### src/rtl/traffic_phase_ctrl.sv
// Two-road intersection phase sequencer: green/yellow/all-red per road,
// pedestrian walk via extended all-red, and flashing-yellow night mode.
module traffic_phase_ctrl #(
  parameter int unsigned GREEN_SEC  = 25,
  parameter int unsigned YELLOW_SEC = 3,
  parameter int unsigned ALLRED_SEC = 2,
  parameter int unsigned WALK_SEC   = 10,
  parameter int unsigned CW         = 6
) (
  input  logic          clk,
  input  logic          rst,
  input  logic          sec,
  input  logic          ped_req,
  input  logic          night,
  output logic [2:0]    ns_light,
  output logic [2:0]    ew_light,
  output logic          ped_walk,
  output logic [CW-1:0] remain
);

  typedef enum logic [2:0] {AR1, NSG, NSY, AR2, EWG, EWY, FLASH} state_t;

  localparam logic [2:0] LR   = 3'b100;
  localparam logic [2:0] LY   = 3'b010;
  localparam logic [2:0] LG   = 3'b001;
  localparam logic [2:0] LOFF = 3'b000;

  localparam logic [CW-1:0] D_GREEN  = CW'(GREEN_SEC);
  localparam logic [CW-1:0] D_YELLOW = CW'(YELLOW_SEC);
  localparam logic [CW-1:0] D_ALLRED = CW'(ALLRED_SEC);
  localparam logic [CW-1:0] D_WALK   = CW'(WALK_SEC);
  localparam logic [CW-1:0] ONE      = CW'(1);

  state_t        state, state_n, succ;
  logic [CW-1:0] remain_n;
  logic          ped_pend, pend_n;
  logic          flash_ph, flash_n;
  logic          walk, walk_n;

  always_ff @(posedge clk or negedge rst) begin
    if (!rst) begin
      state    <= AR1;
      remain   <= D_ALLRED;
      ped_pend <= 1'b0;
      flash_ph <= 1'b0;
      walk     <= 1'b0;
    end else begin
      state    <= state_n;
      remain   <= remain_n;
      ped_pend <= pend_n;
      flash_ph <= flash_n;
      walk     <= walk_n;
    end
  end

  always_comb begin
    succ = AR1;
    unique case (state)
      AR1:     succ = NSG;
      NSG:     succ = NSY;
      NSY:     succ = AR2;
      AR2:     succ = EWG;
      EWG:     succ = EWY;
      EWY:     succ = AR1;
      default: succ = AR1;
    endcase
  end

  always_comb begin
    state_n  = state;
    remain_n = remain;
    pend_n   = ped_pend;
    flash_n  = flash_ph;
    walk_n   = walk;
    if (state == FLASH) begin
      // ped_req is ignored here; only an already-latched request is served on exit
      if (sec) begin
        flash_n = ~flash_ph;
        if (!night) begin
          state_n = AR1;
          flash_n = 1'b0;
          if (ped_pend) begin
            remain_n = D_WALK;
            walk_n   = 1'b1;
            pend_n   = 1'b0;
          end else begin
            remain_n = D_ALLRED;
            walk_n   = 1'b0;
          end
        end
      end
    end else begin
      pend_n = ped_pend | ped_req;
      if (sec) begin
        if (remain > ONE) begin
          remain_n = remain - ONE;
        end else if ((state == AR1 || state == AR2) && night) begin
          // pending pedestrian is kept across the night period
          state_n  = FLASH;
          flash_n  = 1'b1;
          remain_n = '0;
          walk_n   = 1'b0;
        end else begin
          state_n = succ;
          if (succ == AR1 || succ == AR2) begin
            if (ped_pend | ped_req) begin
              remain_n = D_WALK;
              walk_n   = 1'b1;
              pend_n   = 1'b0;
            end else begin
              remain_n = D_ALLRED;
              walk_n   = 1'b0;
            end
          end else begin
            remain_n = (succ == NSG || succ == EWG) ? D_GREEN : D_YELLOW;
            walk_n   = 1'b0;
          end
        end
      end
    end
  end

  always_comb begin
    ns_light = LR;
    ew_light = LR;
    ped_walk = 1'b0;
    unique case (state)
      NSG:   ns_light = LG;
      NSY:   ns_light = LY;
      EWG:   ew_light = LG;
      EWY:   ew_light = LY;
      AR1, AR2: ped_walk = walk;
      FLASH: begin
        ns_light = flash_ph ? LY : LOFF;
        ew_light = flash_ph ? LY : LOFF;
      end
      default: begin
        ns_light = LR;
        ew_light = LR;
      end
    endcase
  end

endmodule

### config.mk
export PLATFORM = sky130hd
export DESIGN_NAME = traffic_phase_ctrl
export DESIGN_NICKNAME = d
export VERILOG_FILES = /design/src/rtl/traffic_phase_ctrl.sv
export SDC_FILE = /design/constraint.sdc
export NUM_CORES = 1
export LEC_CHECK = 0
export ABC_AREA = 0
export BUFFER_PORTS_ARGS = -buffer_cell sky130_fd_sc_hd__buf_2
export CAP_MARGIN = 10
export CORE_UTILIZATION = 54
export CTS_CLUSTER_DIAMETER = 150
export CTS_CLUSTER_SIZE = 10
export DETAILED_ROUTE_END_ITERATION = 10
export GPL_TIMING_DRIVEN = 1
export MAX_ROUTING_LAYER = met4
export PLACE_DENSITY = 0.78
export SYNTH_ARGS = -nofsm -noshare
export SYNTH_HDL_FRONTEND = slang
export SYNTH_SLANG_ARGS = --single-unit
export TNS_END_PERCENT = 20
### constraint.sdc
create_clock -name clk -period 2.5 [get_ports clk]
set_clock_uncertainty 0.05 [all_clocks]
set_input_delay 0.375 -clock clk [delete_from_list [all_inputs] [get_ports clk]]
set_output_delay 0.375 -clock clk [all_outputs]
set_load 0.05 [all_outputs]
==> metrics.txt <==
Synth Instances=120; DIE HEIGHT=44.2 um; crit path max-delay cell type=dfrtp_1; Tcrit/Tclk final=91.6%; Rel. slew slack=roughly 64%; Pre-Repair DR Iteration Count=6; main area contributors after synthesis=dfrtp_1 29%, nand2_1 5.9%, nor3_1 3.1%, o21ai_0 3.1%, dfstp_2 2.7%; post-layout min period=roughly 2300 ps; cell taking the most area after synthesis=dfrtp_1; total track usage=27.6%; Final WS setup=210 ps; Skew-Pair Late Insertion Delay=280 ps; initial DRC count=38; # DRC=0; Root Buffer=clkbuf_4; number of routed nets with antenna violations=0; clock sinks=12; ant diodes=0; Initial Utilization=61.0%; Crit path buffers/inverters=1; top-area cell type share of the netlist area=28.6%; Setup crit end=ped_walk; Placed Instances=about 150; grt ovf=0; fin util=between 60 and 70%; Post-synth top flop=dfrtp_1; Final Max Slew Viols=0; TritonCTS clock tree=yes; Crit path largest cell delay=680 ps; Worst Path Arrival=1870 ps; pre-CTS setup slack=558 ps; Clk pin slew, worst setup/hold paths=80 ps; RSZ-0062 raised after global routing=false; Total Wirelength=between 2000 and 2500 um; post-CTS sizing=0; CTS buffer count=3; Critical Path Fanout Max=19; Slew @ Worst Pin=536 ps; vias per cell=6.45; layout cells sized above 1=22.8%; CP Launch Point=state[1]$_DFFE_PN0P_; synthesis-stage register bit count=12; final setup TNS=0 ps; first-pass GRT wire length=3770 um; count of different cell masters after synthesis=48; initial antenna violation count=0; Startpoint Class=flip-flop; Critical Path RT=2080 ps; Final Setup Violations=0; maximum clock rate=between 400 and 500 MHz; Final Hold Fails=0; Reg2Reg Depth=6; IO Count=18; dpl hpwl=about 1700 um; Area growth, synth to finish=14.0%; die area=1950 um^2; FP Rows=14; largest net degree at the start of global routing=20; syn nets=127; Hold WC Path Type=input pin to flip-flop; yosys warns=0; delay-heaviest family, CP=simple AND/OR/NAND/NOR gates; outcome=completed; die width=around 44 um; FF-to-FF setup slack=approximately 530 ps; syn avg cell area=8.02 um^2; max_cap viols=0; Stages on worst setup path=4; vias in the first global route=812; Setup crit end kind=primary output; register area share after synthesis=a little under a third; most common cell in the netlist=nand2_1; Cell Count, Final, Fillers Out=152; number of synthesized flops with an enable pin=0; CTS H-tree depth=1; GP Congestion=between 0.8 and 0.9; r2r startpoint=remain[1]$_DFFE_PN1P_; core footprint=~1600 um^2; crit path cell chain=nor2b_1 > nor3_1 > and2_1 > buf_2; nets=~140; Crit Path Class=flip-flop to primary output; top post-synthesis cells by count=15 x nand2_1, 11 x dfrtp_1; CTS Buffer Depth=2; Port Buffers=17; ys async rst share=100%; Routed WL per cell=15.1 um; reg2reg end=remain[2]$_DFFE_PN0P_; Post-Syn Area=962 um^2; vias=980
## registers in the layout, summed over array words and instances (netlist names)
name	count
walk	1
state	3
remain	6
ped_pend	1
flash_ph	1
## final cells by class
type                            instances  area (um^2)
Multi-Input combinational cell         94          607
Fill cell                             133          479
Sequential cell                        12          302
Clock buffer                            4         36.3
Tap cell                               16         20.0
Inverter                                6         22.5
Timing Repair Buffer                   20          110
## worst min-delay path by stage
stage | startpoint | to | slack [ps] | cells after the start
6_report | night | flash_ph$_DFFE_PN0P_ | 340 | 3
5_1_grt | night | flash_ph$_DFFE_PN0P_ | 340 | 3
3_3_place_gp | rst | remain[5]$_DFFE_PN0P_ | 220 | 1
3_5_place_dp | rst | flash_ph$_DFFE_PN0P_ | 220 | 1
4_1_cts | night | flash_ph$_DFFE_PN0P_ | 330 | 3
2_1_floorplan | rst | flash_ph$_DFFE_PN0P_ | 30 | 0
## layout by cell type (no fill, tap or decap), types with 2 or more instances in the layout
master and instances:
a21oi_1 5, o22a_1 2, ha_1 2, clkbuf_4 3, nor3_1 5, nor2b_1 3
o21ai_0 6, nor4_1 3, buf_2 17, dfrtp_1 11, o21ai_1 4, nor3_2 3
nor2_1 6, a21o_1 3, a211o_1 2, nand2b_1 3, o22ai_1 2, or3_1 2
buf_4 2, o21a_1 2, nand2_1 15, inv_1 6
## worst reg2reg max path: cells and delay by family (launching register included)
kind,cells,cell delay (ps)
adder cells (fa/ha/maj),1,210
flip-flops,1,580
AO/OA/AOI/OAI,4,1000
buffers and inverters,1,80
## metal layers
layer	up-vias	routed length, um	track usage (%)
li1	478	-	-
met1	452	1040	38.6
met2	46	1020	39.1
met3	4	197	3.67
met4	0	34	13.9
met5	-	0	-
## repair_timing
item                                   CTS  global route
hold buffers                             1             0
setup buffers                            0             0
endpoints found under the hold margin   11             0
## cell families (layout without fill, tap and decap cells)
| group | after synthesis | after routing | synth area share (%) |
|---|---|---|---|
| AOI/OAI and AO/OA | 42 | 42 | 31.3 |
| xor gates and xnor gates | 1 | 1 | 0.910 |
| adders and majority gates | 2 | 2 | 2.60 |
| buffers and inverters | 14 | 30 | 6.11 |
| DFF | 12 | 12 | 31.3 |
| muxes | 2 | 2 | 2.21 |
| and+or+nand+nor | 47 | 47 | 25.5 |
## per-stage QoR
stage / cell area [um^2] / hold slack [ps]
5_1_grt: 1100 / 336
3_5_place_dp: 1050 / 217
3_3_place_gp: 1050 / 215
4_1_cts: 1100 / 333
6_report: 1100 / 343
2_1_floorplan: 967 / 29.4
Power is left out: the tool's default activity adds up to more than one toggle a clock period on the data nets, which glitch-free logic cannot reach.
